[src/rtl/uart_rx_fifo.sv]
// uart_rx_fifo: receive buffer behind the UART receiver.
// Captures {perr, data} on each rcv pulse into a first-word-fall-through FIFO,
// hands entries to the consumer over valid/ready, and keeps a sticky overflow
// flag for bytes dropped while full.
// Optional feature macro: UART_RX_FIFO_AFULL_EN adds a registered o_afull output.
module uart_rx_fifo #(
   parameter int DEPTH     = 16,
   parameter int AW        = 4,
   parameter int AFULL_THR = 12
) (
   input  logic          clk,
   input  logic          rst,
   input  logic [7:0]    i_data,
   input  logic          i_rcv,
   input  logic          i_perr,
   output logic [7:0]    o_data,
   output logic          o_perr,
   output logic          o_valid,
   input  logic          i_ready,
   output logic [AW:0]   o_count,
   output logic          o_full,
   output logic          o_empty,
   output logic          o_overflow,
   input  logic          i_clr_ovf
`ifdef UART_RX_FIFO_AFULL_EN
   ,output logic         o_afull
`endif
);

   localparam logic [AW:0] FULL_CNT = (AW+1)'(DEPTH);

   logic [8:0]    mem_q [DEPTH];
   logic [AW-1:0] wr_ptr_q, wr_ptr_d;
   logic [AW-1:0] rd_ptr_q, rd_ptr_d;
   logic [AW:0]   count_q, count_d;
   logic          ovf_q, ovf_d;
   logic          push, pop, drop;

   assign o_full     = (count_q == FULL_CNT);
   assign o_empty    = (count_q == '0);
   assign o_valid    = ~o_empty;
   assign o_count    = count_q;
   assign o_overflow = ovf_q;

   // Pop only ever sees a stored entry; a full FIFO may still accept a byte
   // when the head leaves in the same cycle.
   assign pop  = o_valid & i_ready;
   assign push = i_rcv & (~o_full | pop);
   assign drop = i_rcv & ~push;

   // Head outputs read storage directly, forced to zero while empty.
   always_comb begin
      o_data = 8'h00;
      o_perr = 1'b0;
      if (!o_empty) begin
         o_data = mem_q[rd_ptr_q][7:0];
         o_perr = mem_q[rd_ptr_q][8];
      end
   end

   // Next-state for pointers, occupancy and the sticky overflow flag.
   always_comb begin
      wr_ptr_d = wr_ptr_q;
      rd_ptr_d = rd_ptr_q;
      count_d  = count_q;
      ovf_d    = ovf_q;
      if (push) wr_ptr_d = wr_ptr_q + 1'b1;
      if (pop)  rd_ptr_d = rd_ptr_q + 1'b1;
      case ({push, pop})
         2'b10:   count_d = count_q + 1'b1;
         2'b01:   count_d = count_q - 1'b1;
         default: count_d = count_q;
      endcase
      // A drop in the same cycle as a clear keeps the flag set.
      if (drop)           ovf_d = 1'b1;
      else if (i_clr_ovf) ovf_d = 1'b0;
   end

   // Control state with synchronous active-low reset.
   always_ff @(posedge clk) begin
      if (!rst) begin
         wr_ptr_q <= '0;
         rd_ptr_q <= '0;
         count_q  <= '0;
         ovf_q    <= 1'b0;
      end else begin
         wr_ptr_q <= wr_ptr_d;
         rd_ptr_q <= rd_ptr_d;
         count_q  <= count_d;
         ovf_q    <= ovf_d;
      end
   end

   // Storage is never cleared; a push coinciding with reset is discarded.
   always_ff @(posedge clk) begin
      if (push && rst) mem_q[wr_ptr_q] <= {i_perr, i_data};
   end

`ifdef UART_RX_FIFO_AFULL_EN
   localparam logic [AW:0] AFULL_CNT = (AW+1)'(AFULL_THR);
   logic afull_q;

   assign o_afull = afull_q;

   // Registered alongside the count so it tracks the occupancy it reports on.
   always_ff @(posedge clk) begin
      if (!rst) afull_q <= 1'b0;
      else      afull_q <= (count_d >= AFULL_CNT);
   end
`endif

endmodule

[config.mk]
export PLATFORM = sky130hd
export DESIGN_NAME = uart_rx_fifo
export DESIGN_NICKNAME = d
export VERILOG_FILES = /design/src/rtl/uart_rx_fifo.sv
export SDC_FILE = /design/constraint.sdc
export NUM_CORES = 1
export LEC_CHECK = 0
export CORE_MARGIN = 5
export CORE_UTILIZATION = 54
export CTS_CLUSTER_DIAMETER = 30
export DETAILED_ROUTE_END_ITERATION = 16
export PLACE_DENSITY = 0.78
export SLEW_MARGIN = 25
export SYNTH_ARGS = -nofsm -noshare
export SYNTH_HDL_FRONTEND = slang
export SYNTH_SLANG_ARGS = --single-unit
[constraint.sdc]
create_clock -name clk -period 2.8 [get_ports clk]
set_input_delay 0.56 -clock clk [delete_from_list [all_inputs] [get_ports clk]]
set_output_delay 0.56 -clock clk [all_outputs]
set_load 0.02 [all_outputs]
==> flow_metrics.tcl <==
set metrics [dict create \
    run_status "finished, violations left" \
    violations "negative setup slack" \
    clk_pin_slew_ns 0.07 \
    clock_path_buffers 2 \
    synth_area_leaders "edfxtp_1 (66%), mux4_2 (12%), dfxtp_1 (5.5%)" \
    htreeDepth 4 \
    hold_depth 2 \
    cts_buffers 17 \
    first_iter_violations 340 \
    drive_gt1_frac 0.325 \
    peakVddDrop_uv 640 \
    synth_ff_type "edfxtp_1" \
    wirelength_um 12900 \
    via_per_inst 5.88 \
    grt_pass1_wl_um 19900 \
    firstDrtPassIters 4 \
    yosys.area.top_type "edfxtp_1" \
    slowest_delay_ns 0.51 \
    layout_commonest_cell "edfxtp_1" \
    cp_num_buf_inv 3 \
    num_io_pins 32 \
    synth_cell_types 42 \
    area_growth_pct 21.9 \
    grt_usage 0.189 \
    min_from "wr_ptr_q[1]" \
    synth.avg_cell_area_um2 18.1 \
    worst_ep_arrival_time_ns 2.30 \
    drcViolationCount 0 \
    synth_edf_count 144 \
    syn_area_um2 6580 \
    die_w_um 120 \
    layoutNonFillerInstCount 599 \
    fin_worst_skew_ns 0.00956 \
    clock_sinks 162 \
    grt_overflow 0 \
    core_um2 12000 \
    hold_path.class "flop to flop" \
    post-route-util 0.671 \
    crit_family "multiplexers" \
    tightest_slew_ns 0.564 \
    seq_area_frac_synth 0.712 \
    critPathMaxFanout 6 \
    p_clk_frac 0.317 \
    endpoint_kind "output port" \
    cap_violations 0 \
    dpl_worst_slack_ns -0.205 \
    cp_slowest_cell "mux4_2" \
    rsz0062_at_grt "true" \
    detail-route-antenna-nets 0 \
    hold_violations 0 \
    power.switching_mw 1.97 \
    clkLatencyLatePin_ns 0.42 \
    finalCritPeriodShare 1.02 \
    ys_ff_latch 162 \
    diodes 0 \
    p_per_area_nw_per_um2 831 \
    p_sw_frac 0.296 \
    drv_slew 0 \
    rows 40 \
    fin_ws_ns -0.0641 \
    r2r_start "o_count[0]" \
    power.leakage_nw 2.71 \
    grt_pass1_vias 3663 \
    internal_power_mw 4.69 \
    root_buffer "clkbuf_16" \
    worstPathRequired_ns 2.24 \
    chipHeight_um 120 \
    hpwl_um 8010 \
    synth-warning-count 0 \
    slew_headroom 0.623 \
    grt_max_degree 23 \
    placed_cells 561 \
    yosysTopAreaCellShare 0.657 \
    routabilityCongestion 0.873 \
    rrSetupSlack_ns 0.35 \
    cts_tree "done" \
    period_needed_ns 2.86 \
    critPathLaunchType "flop" \
    wl_per_cell_um 21.5 \
    antenna_found_initial 0 \
    layout_common_cells "edfxtp_1 (144), buf_4 (38), mux4_2 (36)" \
    reg2regPathDepth 7 \
    worstPathCellList "buf_12 -> mux4_2 -> nor2b_4 -> a211oi_2 -> buf_4 -> a211oi_2 -> buf_4" \
    syn-num-nets 386 \
    sequentialPowerShare 0.418 \
    combPwrFrac 0.265 \
    max_freq_mhz 349 \
    postSynthCellCount 363 \
    postCtsHoldBufs 0 \
    die_area_um2 14500 \
    vias 3520 \
    port_buffers 31 \
    r2r-end "o_count[4]" \
    async_flop_share 0 \
    initial_core_util 0.550 \
    setup_viol 1 \
    hold_end "wr_ptr_q[1]" \
    crit_type "flop to output port" \
    num-nets-final 462 \
]
cells in the mapped netlist (2+ instances only):
library cell / n
and2_1: 5
o21a_1: 3
buf_4: 3
nand2_1: 12
ha_1: 8
a211oi_1: 20
mux2i_1: 17
nand4_1: 2
nor2b_1: 13
o21ai_0: 3
xnor2_1: 3
nand2b_1: 4
dfxtp_1: 18
nor2_1: 21
mux4_2: 36
buf_1: 2
edfxtp_1: 144
buf_2: 4
inv_1: 9
clkbuf_1: 8
or2_2: 2
nand3_1: 6
routing by layer:
metal  share of wire  vias to the layer above  global-route usage
met5               0                        -                   0
met4           0.023                        0              0.0765
met3           0.058                       25              0.0524
met2            0.52                      104               0.317
met1            0.40                     1794               0.233
li1                -                     1597                   -
layout make-up:
cell class	count	area, um2
multi-input combinational	173	1860
inverter	9	33.8
clock inverter	15	124
clock buffer	17	425
fill	755	3940
timing repair buffer	76	709
sequential	162	4690
tap	147	184
repair_timing:
item	in CTS	in global routing
buffers inserted	3	2
endpoints found under the setup margin	11	12
cloned	0	1
hold endpoints to repair	0	0
gates resized for setup	52	22
pin swaps	1	5
state kept, by name (all words and copies together), names as in the netlist, named ones only:
register	flops
mem_q	144
o_count	5
rd_ptr_q	4
wr_ptr_q	4
o_overflow	1
stage by stage:
step           cell area [um2]  hold WS [ns]  setup TNS [ns]  power (mW)
4_1_cts                   7930         0.523          -0.138        6.62
3_5_place_dp              7310         0.500          -0.205        4.53
6_report                  8020         0.520         -0.0641        6.67
2_1_floorplan             6580         0.481               0        3.85
3_3_place_gp              7310         0.500          -0.141        4.48
5_1_grt                   8020         0.552          -0.333        6.96
how the worst max path moves through the flow:
stage,start,to,depth (start not counted)
5_1_grt,flop,o_data[0],7
2_1_floorplan,o_count[4],o_count[4],9
3_5_place_dp,i_ready,o_count[4],9
4_1_cts,flop,o_data[3],6
6_report,flop,o_data[0],7
3_3_place_gp,i_ready,o_count[4],9
kinds of logic (layout without fill, tap and decap cells):
logic type / after synthesis / after routing / synth area share
fa+ha+maj: 9 / 9 / 0.0182
flops: 162 / 162 / 0.712
xor+xnor: 4 / 4 / 0.00532
compound gates: 35 / 35 / 0.0390
simple gates: 72 / 72 / 0.0570
buf+inv: 28 / 117 / 0.0198
mux: 53 / 53 / 0.149
power by group through the flow:
stage	logic (mW)	registers, mW	clock network [mW]
finish	1.77	2.78	2.11
global route	1.90	2.80	2.27
CTS	1.69	2.77	2.15
detailed placement	1.70	2.82	0
global placement	1.66	2.82	0
floorplan	1.01	2.83	0
tightest hold or removal path, stage by stage (launching register included):
cell     delay (ns)
dfxtp_1        0.35
nand2_1        0.06
o21ai_0        0.06
No activity file was read; power rests on OpenSTA's default activity.
